## config.mk

```make
export PLATFORM = sky130hd
export DESIGN_NAME = min_receive_fsm
export DESIGN_NICKNAME = d
export VERILOG_FILES = /design/src/rtl/min_pkg.sv /design/src/rtl/min_crc32.sv /design/src/rtl/min_receive_fsm.sv
export SDC_FILE = /design/constraint.sdc
export NUM_CORES = 1
export LEC_CHECK = 0
export ABC_AREA = 0
export CORE_MARGIN = 3
export CORE_UTILIZATION = 60
export CTS_CLUSTER_DIAMETER = 80
export DETAILED_ROUTE_END_ITERATION = 10
export PLACE_DENSITY = 0.89
export SYNTH_ARGS = -nofsm -noshare
export SYNTH_HDL_FRONTEND = slang
export SYNTH_HIERARCHICAL = 1
export SYNTH_SLANG_ARGS = --single-unit
```

## constraint.sdc

```tcl
create_clock -name i_clk -period 5.3 [get_ports i_clk]
set_input_delay 1.06 -clock i_clk [delete_from_list [all_inputs] [get_ports i_clk]]
set_output_delay 1.06 -clock i_clk [all_outputs]
set_load 0.1 [all_outputs]
```

## src/rtl/min_pkg.sv

```systemverilog
`default_nettype none
// +----------------------------------------------------------------------------+
// | min_pkg: framing constants, FSM state encoding and byte-wide CRC-32 step    |
// | shared by the MIN receive and transmit paths.                              |
// | Revision: 1.0                                                              |
// +----------------------------------------------------------------------------+
package min_pkg;

  localparam logic [7:0]  MIN_HEADER_BYTE = 8'hAA;
  localparam logic [7:0]  MIN_STUFF_BYTE  = 8'h55;
  localparam logic [7:0]  MIN_EOF_BYTE    = 8'h55;
  localparam logic [31:0] MIN_CRC_POLY    = 32'hEDB88320;
  localparam logic [31:0] MIN_CRC_INIT    = 32'hFFFFFFFF;
  localparam logic [31:0] MIN_CRC_XOROUT  = 32'hFFFFFFFF;

  typedef enum logic [2:0] {
    HUNT    = 3'd0,
    ID      = 3'd1,
    LEN     = 3'd2,
    PAYLOAD = 3'd3,
    CRC     = 3'd4,
    EOF     = 3'd5
  } min_state_e;

  // Reflected CRC-32, LSB first, one byte per call.
  function automatic logic [31:0] min_crc32_byte(input logic [31:0] crc,
                                                 input logic [7:0]  data);
    logic [31:0] c;
    c = crc ^ {24'h000000, data};
    for (int i = 0; i < 8; i++) begin
      c = c[0] ? ((c >> 1) ^ MIN_CRC_POLY) : (c >> 1);
    end
    return c;
  endfunction

endpackage
`default_nettype wire

```

## src/rtl/min_crc32.sv

```systemverilog
`default_nettype none
// +----------------------------------------------------------------------------+
// | min_crc32: byte-wide CRC-32 accumulator with synchronous clear and enable. |
// | Revision: 1.0                                                              |
// +----------------------------------------------------------------------------+
module min_crc32
  import min_pkg::*;
(
  input  logic        i_clk,
  input  logic        i_rst_n,
  input  logic        i_clr,
  input  logic        i_en,
  input  logic [7:0]  i_data,
  output logic [31:0] o_crc
);

  logic [31:0] r_crc;

  always_ff @(posedge i_clk or negedge i_rst_n) begin
    if (!i_rst_n) begin
      r_crc <= MIN_CRC_INIT;
    end else if (i_clr) begin
      r_crc <= MIN_CRC_INIT;
    end else if (i_en) begin
      r_crc <= min_crc32_byte(r_crc, i_data);
    end
  end

  assign o_crc = r_crc;

endmodule
`default_nettype wire

```

## src/rtl/min_receive_fsm.sv

```systemverilog
`default_nettype none
// +----------------------------------------------------------------------------+
// | min_receive_fsm: MIN frame decoder (header sync, unstuffing, CRC-32 check) |
// | delivering id/len/payload of each accepted frame. Optional CRC checking    |
// | is enabled by defining MIN_RX_CRC_CHECK_EN.                                |
// | Revision: 1.0                                                              |
// +----------------------------------------------------------------------------+
module min_receive_fsm
  import min_pkg::*;
#(
  parameter int N_DATA_BYTE = 4
) (
  input  logic                     i_clk,
  input  logic                     i_rst_n,
  input  logic                     i_valid,
  input  logic [7:0]               i_data,
  output logic [7:0]               o_id,
  output logic [7:0]               o_len,
  output logic [8*N_DATA_BYTE-1:0] o_data,
  output logic                     o_valid,
  output logic                     o_crc_err,
  output logic                     o_frame_err,
  output logic                     o_busy
);

  localparam int         c_data_w  = 8 * N_DATA_BYTE;
  localparam logic [7:0] c_max_len = 8'(N_DATA_BYTE);

  min_state_e            r_state, w_state_nxt;
  logic [1:0]            r_aa_cnt, w_aa_cnt_nxt;
  logic [7:0]            r_sh_id, w_sh_id_nxt;
  logic [7:0]            r_sh_len, w_sh_len_nxt;
  logic [c_data_w-1:0]   r_sh_data, w_sh_data_nxt;
  logic [7:0]            r_pay_cnt, w_pay_cnt_nxt;
  logic [1:0]            r_crc_cnt, w_crc_cnt_nxt;
  logic [31:0]           r_rx_crc, w_rx_crc_nxt;
  logic [7:0]            r_id, w_id_nxt;
  logic [7:0]            r_len, w_len_nxt;
  logic [c_data_w-1:0]   r_data, w_data_nxt;
  logic                  r_valid, w_valid_nxt;
  logic                  r_crc_err, w_crc_err_nxt;
  logic                  r_frame_err, w_frame_err_nxt;
  logic                  w_crc_clr, w_crc_en, w_crc_ok;
  logic                  w_take, w_restart;
  logic [N_DATA_BYTE-1:0] w_byte_sel;

  // Payload byte k lands in the k-th byte from the top of the shadow word.
  for (genvar g = 0; g < N_DATA_BYTE; g++) begin : g_byte_sel
    assign w_byte_sel[g] = (r_pay_cnt == 8'(N_DATA_BYTE - 1 - g));
  end

  always_comb begin
    w_state_nxt     = r_state;
    w_aa_cnt_nxt    = r_aa_cnt;
    w_sh_id_nxt     = r_sh_id;
    w_sh_len_nxt    = r_sh_len;
    w_sh_data_nxt   = r_sh_data;
    w_pay_cnt_nxt   = r_pay_cnt;
    w_crc_cnt_nxt   = r_crc_cnt;
    w_rx_crc_nxt    = r_rx_crc;
    w_id_nxt        = r_id;
    w_len_nxt       = r_len;
    w_data_nxt      = r_data;
    w_valid_nxt     = 1'b0;
    w_crc_err_nxt   = 1'b0;
    w_frame_err_nxt = 1'b0;
    w_crc_clr       = 1'b0;
    w_crc_en        = 1'b0;
    w_take          = 1'b0;
    w_restart       = 1'b0;

    if (i_valid) begin
      if (r_state == HUNT) begin
        if (i_data == MIN_HEADER_BYTE) begin
          if (r_aa_cnt == 2'd2) w_restart = 1'b1;
          else                  w_aa_cnt_nxt = r_aa_cnt + 2'd1;
        end else begin
          w_aa_cnt_nxt = 2'd0;
        end
      end else if (r_aa_cnt == 2'd2) begin
        // Byte following two body AAs: stuff, header, or a broken stream.
        if (i_data == MIN_STUFF_BYTE) begin
          w_aa_cnt_nxt = 2'd0;
        end else if (i_data == MIN_HEADER_BYTE) begin
          w_restart = 1'b1;
        end else begin
          w_frame_err_nxt = 1'b1;
          w_state_nxt     = HUNT;
          w_aa_cnt_nxt    = 2'd0;
        end
      end else begin
        w_aa_cnt_nxt = (i_data == MIN_HEADER_BYTE) ? r_aa_cnt + 2'd1 : 2'd0;
        w_take       = 1'b1;
      end
    end

    if (w_take) begin
      case (r_state)
        ID: begin
          w_sh_id_nxt = i_data;
          w_crc_en    = 1'b1;
          w_state_nxt = LEN;
        end
        LEN: begin
          w_sh_len_nxt  = i_data;
          w_pay_cnt_nxt = 8'd0;
          w_crc_cnt_nxt = 2'd0;
          if (i_data > c_max_len) begin
            w_frame_err_nxt = 1'b1;
            w_state_nxt     = HUNT;
          end else begin
            w_crc_en    = 1'b1;
            w_state_nxt = (i_data == 8'd0) ? CRC : PAYLOAD;
          end
        end
        PAYLOAD: begin
          for (int b = 0; b < N_DATA_BYTE; b++) begin
            if (w_byte_sel[b]) w_sh_data_nxt[8*b +: 8] = i_data;
          end
          w_crc_en      = 1'b1;
          w_pay_cnt_nxt = r_pay_cnt + 8'd1;
          if (r_pay_cnt + 8'd1 == r_sh_len) w_state_nxt = CRC;
        end
        CRC: begin
          w_rx_crc_nxt  = {r_rx_crc[23:0], i_data};
          w_crc_cnt_nxt = r_crc_cnt + 2'd1;
          if (r_crc_cnt == 2'd3) w_state_nxt = EOF;
        end
        EOF: begin
          w_state_nxt = HUNT;
          if (i_data != MIN_EOF_BYTE) begin
            w_frame_err_nxt = 1'b1;
          end else if (!w_crc_ok) begin
            w_crc_err_nxt = 1'b1;
          end else begin
            w_valid_nxt = 1'b1;
            w_id_nxt    = r_sh_id;
            w_len_nxt   = r_sh_len;
            w_data_nxt  = r_sh_data;
          end
        end
        default: w_state_nxt = HUNT;
      endcase
    end

    // Three consecutive AAs restart a frame from anywhere, discarding progress.
    if (w_restart) begin
      w_state_nxt   = ID;
      w_aa_cnt_nxt  = 2'd0;
      w_sh_id_nxt   = 8'd0;
      w_sh_len_nxt  = 8'd0;
      w_sh_data_nxt = '0;
      w_pay_cnt_nxt = 8'd0;
      w_crc_cnt_nxt = 2'd0;
      w_rx_crc_nxt  = 32'd0;
      w_crc_clr     = 1'b1;
    end
  end

  always_ff @(posedge i_clk or negedge i_rst_n) begin
    if (!i_rst_n) r_state <= HUNT;
    else          r_state <= w_state_nxt;
  end

  always_ff @(posedge i_clk or negedge i_rst_n) begin
    if (!i_rst_n) begin
      r_aa_cnt    <= 2'd0;
      r_sh_id     <= 8'd0;
      r_sh_len    <= 8'd0;
      r_sh_data   <= '0;
      r_pay_cnt   <= 8'd0;
      r_crc_cnt   <= 2'd0;
      r_rx_crc    <= 32'd0;
      r_id        <= 8'd0;
      r_len       <= 8'd0;
      r_data      <= '0;
      r_valid     <= 1'b0;
      r_crc_err   <= 1'b0;
      r_frame_err <= 1'b0;
    end else begin
      r_aa_cnt    <= w_aa_cnt_nxt;
      r_sh_id     <= w_sh_id_nxt;
      r_sh_len    <= w_sh_len_nxt;
      r_sh_data   <= w_sh_data_nxt;
      r_pay_cnt   <= w_pay_cnt_nxt;
      r_crc_cnt   <= w_crc_cnt_nxt;
      r_rx_crc    <= w_rx_crc_nxt;
      r_id        <= w_id_nxt;
      r_len       <= w_len_nxt;
      r_data      <= w_data_nxt;
      r_valid     <= w_valid_nxt;
      r_crc_err   <= w_crc_err_nxt;
      r_frame_err <= w_frame_err_nxt;
    end
  end

`ifdef MIN_RX_CRC_CHECK_EN
  logic [31:0] w_crc;

  min_crc32 u_crc32 (
    .i_clk   (i_clk),
    .i_rst_n (i_rst_n),
    .i_clr   (w_crc_clr),
    .i_en    (w_crc_en),
    .i_data  (i_data),
    .o_crc   (w_crc)
  );

  assign w_crc_ok  = (r_rx_crc == (w_crc ^ MIN_CRC_XOROUT));
  assign o_crc_err = r_crc_err;
`else
  logic w_unused_crc;
  assign w_unused_crc = ^{w_crc_clr, w_crc_en, r_rx_crc, r_crc_err};
  assign w_crc_ok     = 1'b1;
  assign o_crc_err    = 1'b0;
`endif

  assign o_id        = r_id;
  assign o_len       = r_len;
  assign o_data      = r_data;
  assign o_valid     = r_valid;
  assign o_frame_err = r_frame_err;
  assign o_busy      = (r_state != HUNT);

endmodule
`default_nettype wire
```

==> results of run 1 <==
[registers in the layout, summed over array words and instances, names as in the netlist]
name	cells
o_frame_err	1
o_data	32
o_len	8
r_crc_cnt	2
o_valid	1
r_pay_cnt	8
r_state	3
o_id	8
r_sh_id	8
r_sh_len	8
r_sh_data	32
r_aa_cnt	2
[power groups by stage]
stage / Sequential [mW] / Combinational [mW] / Clock (mW)
final: 0.929 / 0.122 / 1.02
after global routing: 0.931 / 0.136 / 1.08
after CTS: 0.927 / 0.123 / 1.03
after detailed placement: 0.940 / 0.117 / 0
after global placement: 0.937 / 0.111 / 0
after floorplan: 0.926 / 0.0804 / 0
[cells by family after synthesis]
group	Yosys count	share of synthesized area, %
adder cells (fa/ha/maj)	6	1.49
AND/OR/NAND/NOR	105	11.2
other	1	0.0746
multiplexers	84	19.4
flip-flops	113	56.2
buffers and inverters	31	2.96
XOR/XNOR	11	1.92
AO/OA/AOI/OAI	55	6.72
[worst max-delay path, cell delays in order (launching register included)]
cell and delay (ns):
dfrtp_1 0.49, or3_1 0.46, clkdlybuf4s50_1 0.99
[how the worst min path moves through the flow]
stage	from	endpoint	depth (start not counted)	slack, ns
CTS	r_sh_data[1]$_DFFE_PN0P_	r_sh_data[1]$_DFFE_PN0P_	1	0.50
global route	r_sh_data[1]$_DFFE_PN0P_	r_sh_data[1]$_DFFE_PN0P_	1	0.51
floorplan	r_sh_data[1]$_DFFE_PN0P_	r_sh_data[1]$_DFFE_PN0P_	1	0.46
global placement	r_sh_data[3]$_DFFE_PN0P_	r_sh_data[3]$_DFFE_PN0P_	1	0.47
finish	r_sh_data[1]$_DFFE_PN0P_	r_sh_data[1]$_DFFE_PN0P_	1	0.49
detailed placement	r_sh_data[2]$_DFFE_PN0P_	r_sh_data[2]$_DFFE_PN0P_	1	0.48
[stage by stage]
step / instance area, µm² / std cells / setup slack, ns / hold slack, ns / power (mW)
floorplan: 5030 / 406 / 2.50 / 0.460 / 1.01
global placement: 5670 / 549 / 1.58 / 0.472 / 1.05
detailed placement: 5670 / 549 / 1.55 / 0.481 / 1.06
CTS: 6220 / 581 / 1.78 / 0.496 / 2.08
global route: 6220 / 581 / 1.70 / 0.512 / 2.14
finish: 6220 / 581 / 1.80 / 0.494 / 2.07
[cell usage after synthesis (all sizes together)]
cell type    n
a211oi       1
nor3b        4
nand4        1
xnor2        7
nand4b       1
o32ai        1
dfrtp      113
nand2b       2
mux2i        4
ha           6
nor4bb       1
inv          7
and4         1
and3         4
nor2b        1
nand2       42
o211ai       3
a32oi        1
a21boi       3
nor3         5
nor4b        2
a2bb2oi      1
a21oi       10
and2         6
o21a         1
a31oi        2
nor2        14
nand3        7
o31ai        3
and4b        4
or2          1
conb         1
buf         14
or3          4
or4          3
clkbuf      10
o21ai       27
xor2         4
a2111oi      1
a221o        1
mux2        80
nor4         2
[layout make-up]
class,instances,area (µm²),area share [%]
clock inverters,8,53.8,0.865
inverters,7,26.3,0.423
multi-input cells,262,2050,33.0
flip-flops and latches,113,2830,45.5
well taps,102,128,2.05
clock buffers,24,490,7.89
repair buffers,65,638,10.3
[metal layers]
| layer | GRT usage [%] | up-vias | wire [µm] |
|---|---|---|---|
| li1 | - | 1550 | - |
| met1 | 31.8 | 1740 | 4790 |
| met2 | 44.0 | 126 | 6020 |
| met3 | 7.68 | 19 | 720 |
| met4 | 9.90 | 0 | 183 |
| met5 | 0 | - | 0 |
==> key figures, run 1 <==
Routing
  • Via/cell ratio: 5.91
  • DR pass1 iterations: 5
  • WL final: 11,700 µm
  • Final antenna-violating net count: 0
  • Residual DRC: 0
  • DR vias: 3,435
  • 1st-iter DRT viols: 218
  • Wire length per cell: 20.2 µm

Clock tree
  • Post-CTS setup repair buffer count: 0
  • Worst-skew pair later-pin latency: 0.51 ns
  • CTS root buf: clkbuf_8
  • CTS buffer count: 17
  • PostCTS Resize Cnt: 0
  • CTS Hold Bufs: 0
  • Worst-path clk slew: 0.06 ns
  • H-tree levels: 4
  • TritonCTS clock tree: built
  • CTS Buffer Depth: 2
  • Clk sink count: 113

Logic synthesis
  • Gate Count Post-Synth: 406
  • Number of distinct library cells after synthesis: 50
  • Mapped Area: 5030 µm²
  • Yosys reg bits: 113
  • Mapped Avg Cell Area: 12.4 µm²
  • Syn Nets: 423
  • Synth top area share: 56.2%
  • Synth area leaders: dfrtp_1 (56%), mux2_2 (15%), nand2_1 (3.1%)
  • Synth area leader: dfrtp_1
  • Post-synthesis sequential area ratio: 56.2%
  • YS warnings: 6

GRT
  • Initial antenna violation count: 0
  • GR Overflow Total: 0
  • Vias in the first global route: 3,730
  • Pin count of the biggest net entering global routing: 81
  • All-Layer GR Usage: 26.1%
  • First-pass GRT wire length: 19,300 µm

Floorplan
  • Die Height: 97.6 µm
  • # IOs: 63
  • Die width: 97.6 µm
  • Starting Density: 63.4%
  • Die area: 9520 µm²
  • Core ar.: 7930 µm²
  • Rows: 32

Power
  • Leakage: 2.95 nW
  • Sequential share of power: 44.9%
  • Internal: 1.58 mW
  • Combinational share of power: 5.9%
  • Peak supply drop: 0.000235 V
  • Clock network power share: 49.2%
  • Sw Share: 23.9%
  • Switching power total: 0.494 mW
  • P per Cell Area: 333 nW/µm²

STA
  • Final period util: 66.0%
  • RSZ-0062 raised after global routing: false
  • Slew Limit Fails: 0
  • Worst-Margin Slew: 1.11 ns
  • Minimum clock period: 3.50 ns
  • Hold Violations, Final: 0
  • Max Clock Freq: 0.286 GHz
  • Setup TNS: 0 ns
  • Slew HR: 25.2%
  • Worst Skew: 0.00939 ns
  • Final setup violation count: 0

Setup path
  • Reg2Reg Depth: 7
  • Worst Setup SP: r_state[2]$_DFF_PN0_
  • Max Fanout on Critical Path: 12
  • RR Endpoint: r_sh_data[20]$_DFFE_PN0P_
  • Arr. time, crit path: 2.44 ns
  • Origin of the critical flop-to-flop path: r_aa_cnt[0]$_DFFE_PN0P_
  • Worst Setup EP: o_busy
  • Crit path launch type: register
  • Nature of the critical path endpoint: primary output
  • Critical Path RT: 4.24 ns
  • R2r setup slk: 2.56 ns
  • CP Class: reg2out

Placed design
  • Number of buffer cells added on primary ports: 61
  • Dpl hpwl: 7030 µm
  • GP Congestion: 0.858

Layout
  • Layout area overhead: 23.6%
  • Nets: 483
  • Most frequent cells in the layout: dfrtp_1 (113), mux2_2 (66), clkdlybuf4s50_1 (60)
  • Leading cell type in the layout, fill and taps excluded: dfrtp_1
  • Fraction of layout cells with a size suffix above 1: 24.6%
  • Finished Core Util: 78.4%
  • Antenna cells: 0
  • Filler cell count: 458

Status
  • Status: completed

Flow run
  • Max-cap viol count: 0

Hold path
  • HP Class: reg2reg
Power figures use the tool's default switching activity.
==> inputs of run 2 (changes only) <==
Settings changed: CORE_UTILIZATION 60 to 50, PLACE_DENSITY 0.89 to 0.8.
Clock period 5.3 ns to 2.83 ns, I/O delays scaled along.
==> key figures, run 2 (synthesis gave the netlist of run 1 again) <==
Layout
  • Antenna cells: 0
  • Layout area overhead: 27.0%
  • Finished Core Util: 67.2%
  • Final cell count without fillers: 633
  • Leading cell type in the layout, fill and taps excluded: dfrtp_1
  • Nets: 508
  • Fraction of layout cells with a size suffix above 1: 38.7%
  • Most frequent cells in the layout: dfrtp_1 (113), buf_4 (76), mux2_2 (66)

Clock tree
  • Clk sink count: 113
  • Post-CTS setup repair buffer count: 0
  • Worst-skew pair later-pin latency: 0.52 ns
  • CTS Hold Bufs: 0
  • CTS root buf: clkbuf_8
  • CTS Buffer Depth: 2
  • TritonCTS clock tree: built
  • PostCTS Resize Cnt: 0
  • Worst-path clk slew: 0.06 ns
  • CTS buffer count: 17
  • H-tree levels: 4

GRT
  • GR Overflow Total: 0
  • All-Layer GR Usage: 21.8%
  • M1 GR Usage: 27.4%
  • Pin count of the biggest net entering global routing: 77
  • Vias in the first global route: 3,752
  • Met3 GRT Util: 5.71%
  • Busiest grt layer: met2
  • Initial antenna violation count: 0
  • First-pass GRT wire length: 19,100 µm
  • Met2 usage: 36.2%

Setup path
  • Cells along the critical path: inv_1 > ha_1 > nand2b_1 > buf_4 > or4_2 > buf_4 > mux2_4
  • Crit path launch type: register
  • Arr. time, crit path: 2.78 ns
  • Origin of the critical flop-to-flop path: r_aa_cnt[0]$_DFFE_PN0P_
  • Critical Path RT: 3.23 ns
  • R2r setup slk: 0.45 ns
  • RR Endpoint: o_id[3]$_DFFE_PN0P_
  • Worst path slowest cell: or4_2
  • Max Fanout on Critical Path: 16
  • CP Class: reg2reg
  • Reg2Reg Depth: 7
  • Nature of the critical path endpoint: register
  • Most frequent CP cell: buf_4
  • CP peak stage delay: 0.70 ns

Power
  • P per Cell Area: 618 nW/µm²
  • Clock network power share: 49.9%
  • Leakage: 3.21 nW
  • Combinational share of power: 6.1%
  • Sequential share of power: 44.0%
  • Switching power total: 0.961 mW
  • Peak supply drop: 0.000457 V
  • Sw Share: 24.3%
  • Internal: 2.99 mW

STA
  • Minimum clock period: 2.38 ns
  • Worst Skew: 0.0143 ns
  • RSZ-0062 raised after global routing: false
  • Slew Limit Fails: 0
  • Worst-Margin Slew: 0.501 ns
  • Slew HR: 66.6%
  • Final WS setup: 0.448 ns
  • Final setup violation count: 0
  • Setup TNS: 0 ns
  • Final period util: 84.2%
  • Hold Violations, Final: 0
  • Final Hold Slack: 0.00937 ns
  • Max Clock Freq: 0.420 GHz

Routing
  • Residual DRC: 0
  • 1st-iter DRT viols: 202
  • WL final: 11,500 µm
  • DR vias: 3,562
  • Wire length per cell: 18.2 µm
  • DR pass1 iterations: 4
  • Final antenna-violating net count: 0
  • Via/cell ratio: 5.63

Floorplan
  • Die width: 106 µm
  • Core ar.: 9500 µm²
  • Starting Density: 52.9%
  • Die area: 11,300 µm²
  • Rows: 35
  • Die Height: 106 µm
  • # IOs: 63

Placed design
  • GP Congestion: 0.857
  • Setup WS pre-CTS: 0.0331 ns
  • Cell count after placement: 601
  • Dpl hpwl: 7710 µm
  • Number of buffer cells added on primary ports: 61

Flow run
  • Max-cap viol count: 0

Hold path
  • HP Class: in2async

Status
  • Status: completed
run 2: changes by cell type in the layout (fill, tap and decap cells not counted), sizes merged:
cell / change
clkinv: +2
clkdlybuf4s50: -51
buf: +76
inv: +1
bufinv: +1
clkbuf: -4
run 2: worst max-delay path by stage:
stage                                  from  slack, ns                     end  cells after the start
floorplan                         i_data[6]       0.52  o_data[31]$_DFFE_PN0P_                      8
global placement                  i_data[6]       0.06     o_id[6]$_DFFE_PN0P_                      6
detailed placement                i_data[6]       0.03     o_id[3]$_DFFE_PN0P_                      6
CTS                 r_aa_cnt[0]$_DFFE_PN0P_       0.44     o_id[3]$_DFFE_PN0P_                      7
global route        r_aa_cnt[0]$_DFFE_PN0P_       0.35     o_id[3]$_DFFE_PN0P_                      7
finish              r_aa_cnt[0]$_DFFE_PN0P_       0.45     o_id[3]$_DFFE_PN0P_                      7
run 2: power by group through the flow:
stage               Combinational [mW]  Clock, mW  Sequential [mW]
CTS                              0.241       1.99             1.74
global placement                 0.228          0             1.76
floorplan                        0.151          0             1.73
detailed placement               0.238          0             1.76
global route                     0.267       2.08             1.74
finish                           0.240       1.97             1.74
run 2: final cells by class:
type | count | area, µm²
Fill cell | 678 | 3120
Sequential cell | 113 | 2830
Multi-Input combinational cell | 262 | 2050
Timing Repair Buffer | 90 | 761
Clock buffer | 20 | 445
Tap cell | 129 | 161
Clock inverter | 12 | 110
Inverter | 7 | 26.3
run 2: through the flow:
step           area, µm²  total power [mW]
3_5_place_dp        5830              2.00
4_1_cts             6390              3.96
5_1_grt             6390              4.09
2_1_floorplan       5030              1.88
6_report            6390              3.95
3_3_place_gp        5830              1.99
run 2: worst max-delay path, delay by kind of cell (launching register included):
kind | cells | cell delay, ns
flip-flops | 1 | 0.33
buffers and inverters | 3 | 0.48
multiplexers | 1 | 0.32
AND/OR/NAND/NOR | 2 | 0.89
adder cells (fa/ha/maj) | 1 | 0.25
run 2: layer usage:
metal,vias to the layer above,wire length (µm)
li1,1603,-
met1,1799,4900
met2,130,5680
met3,30,669
met4,0,289
met5,-,0
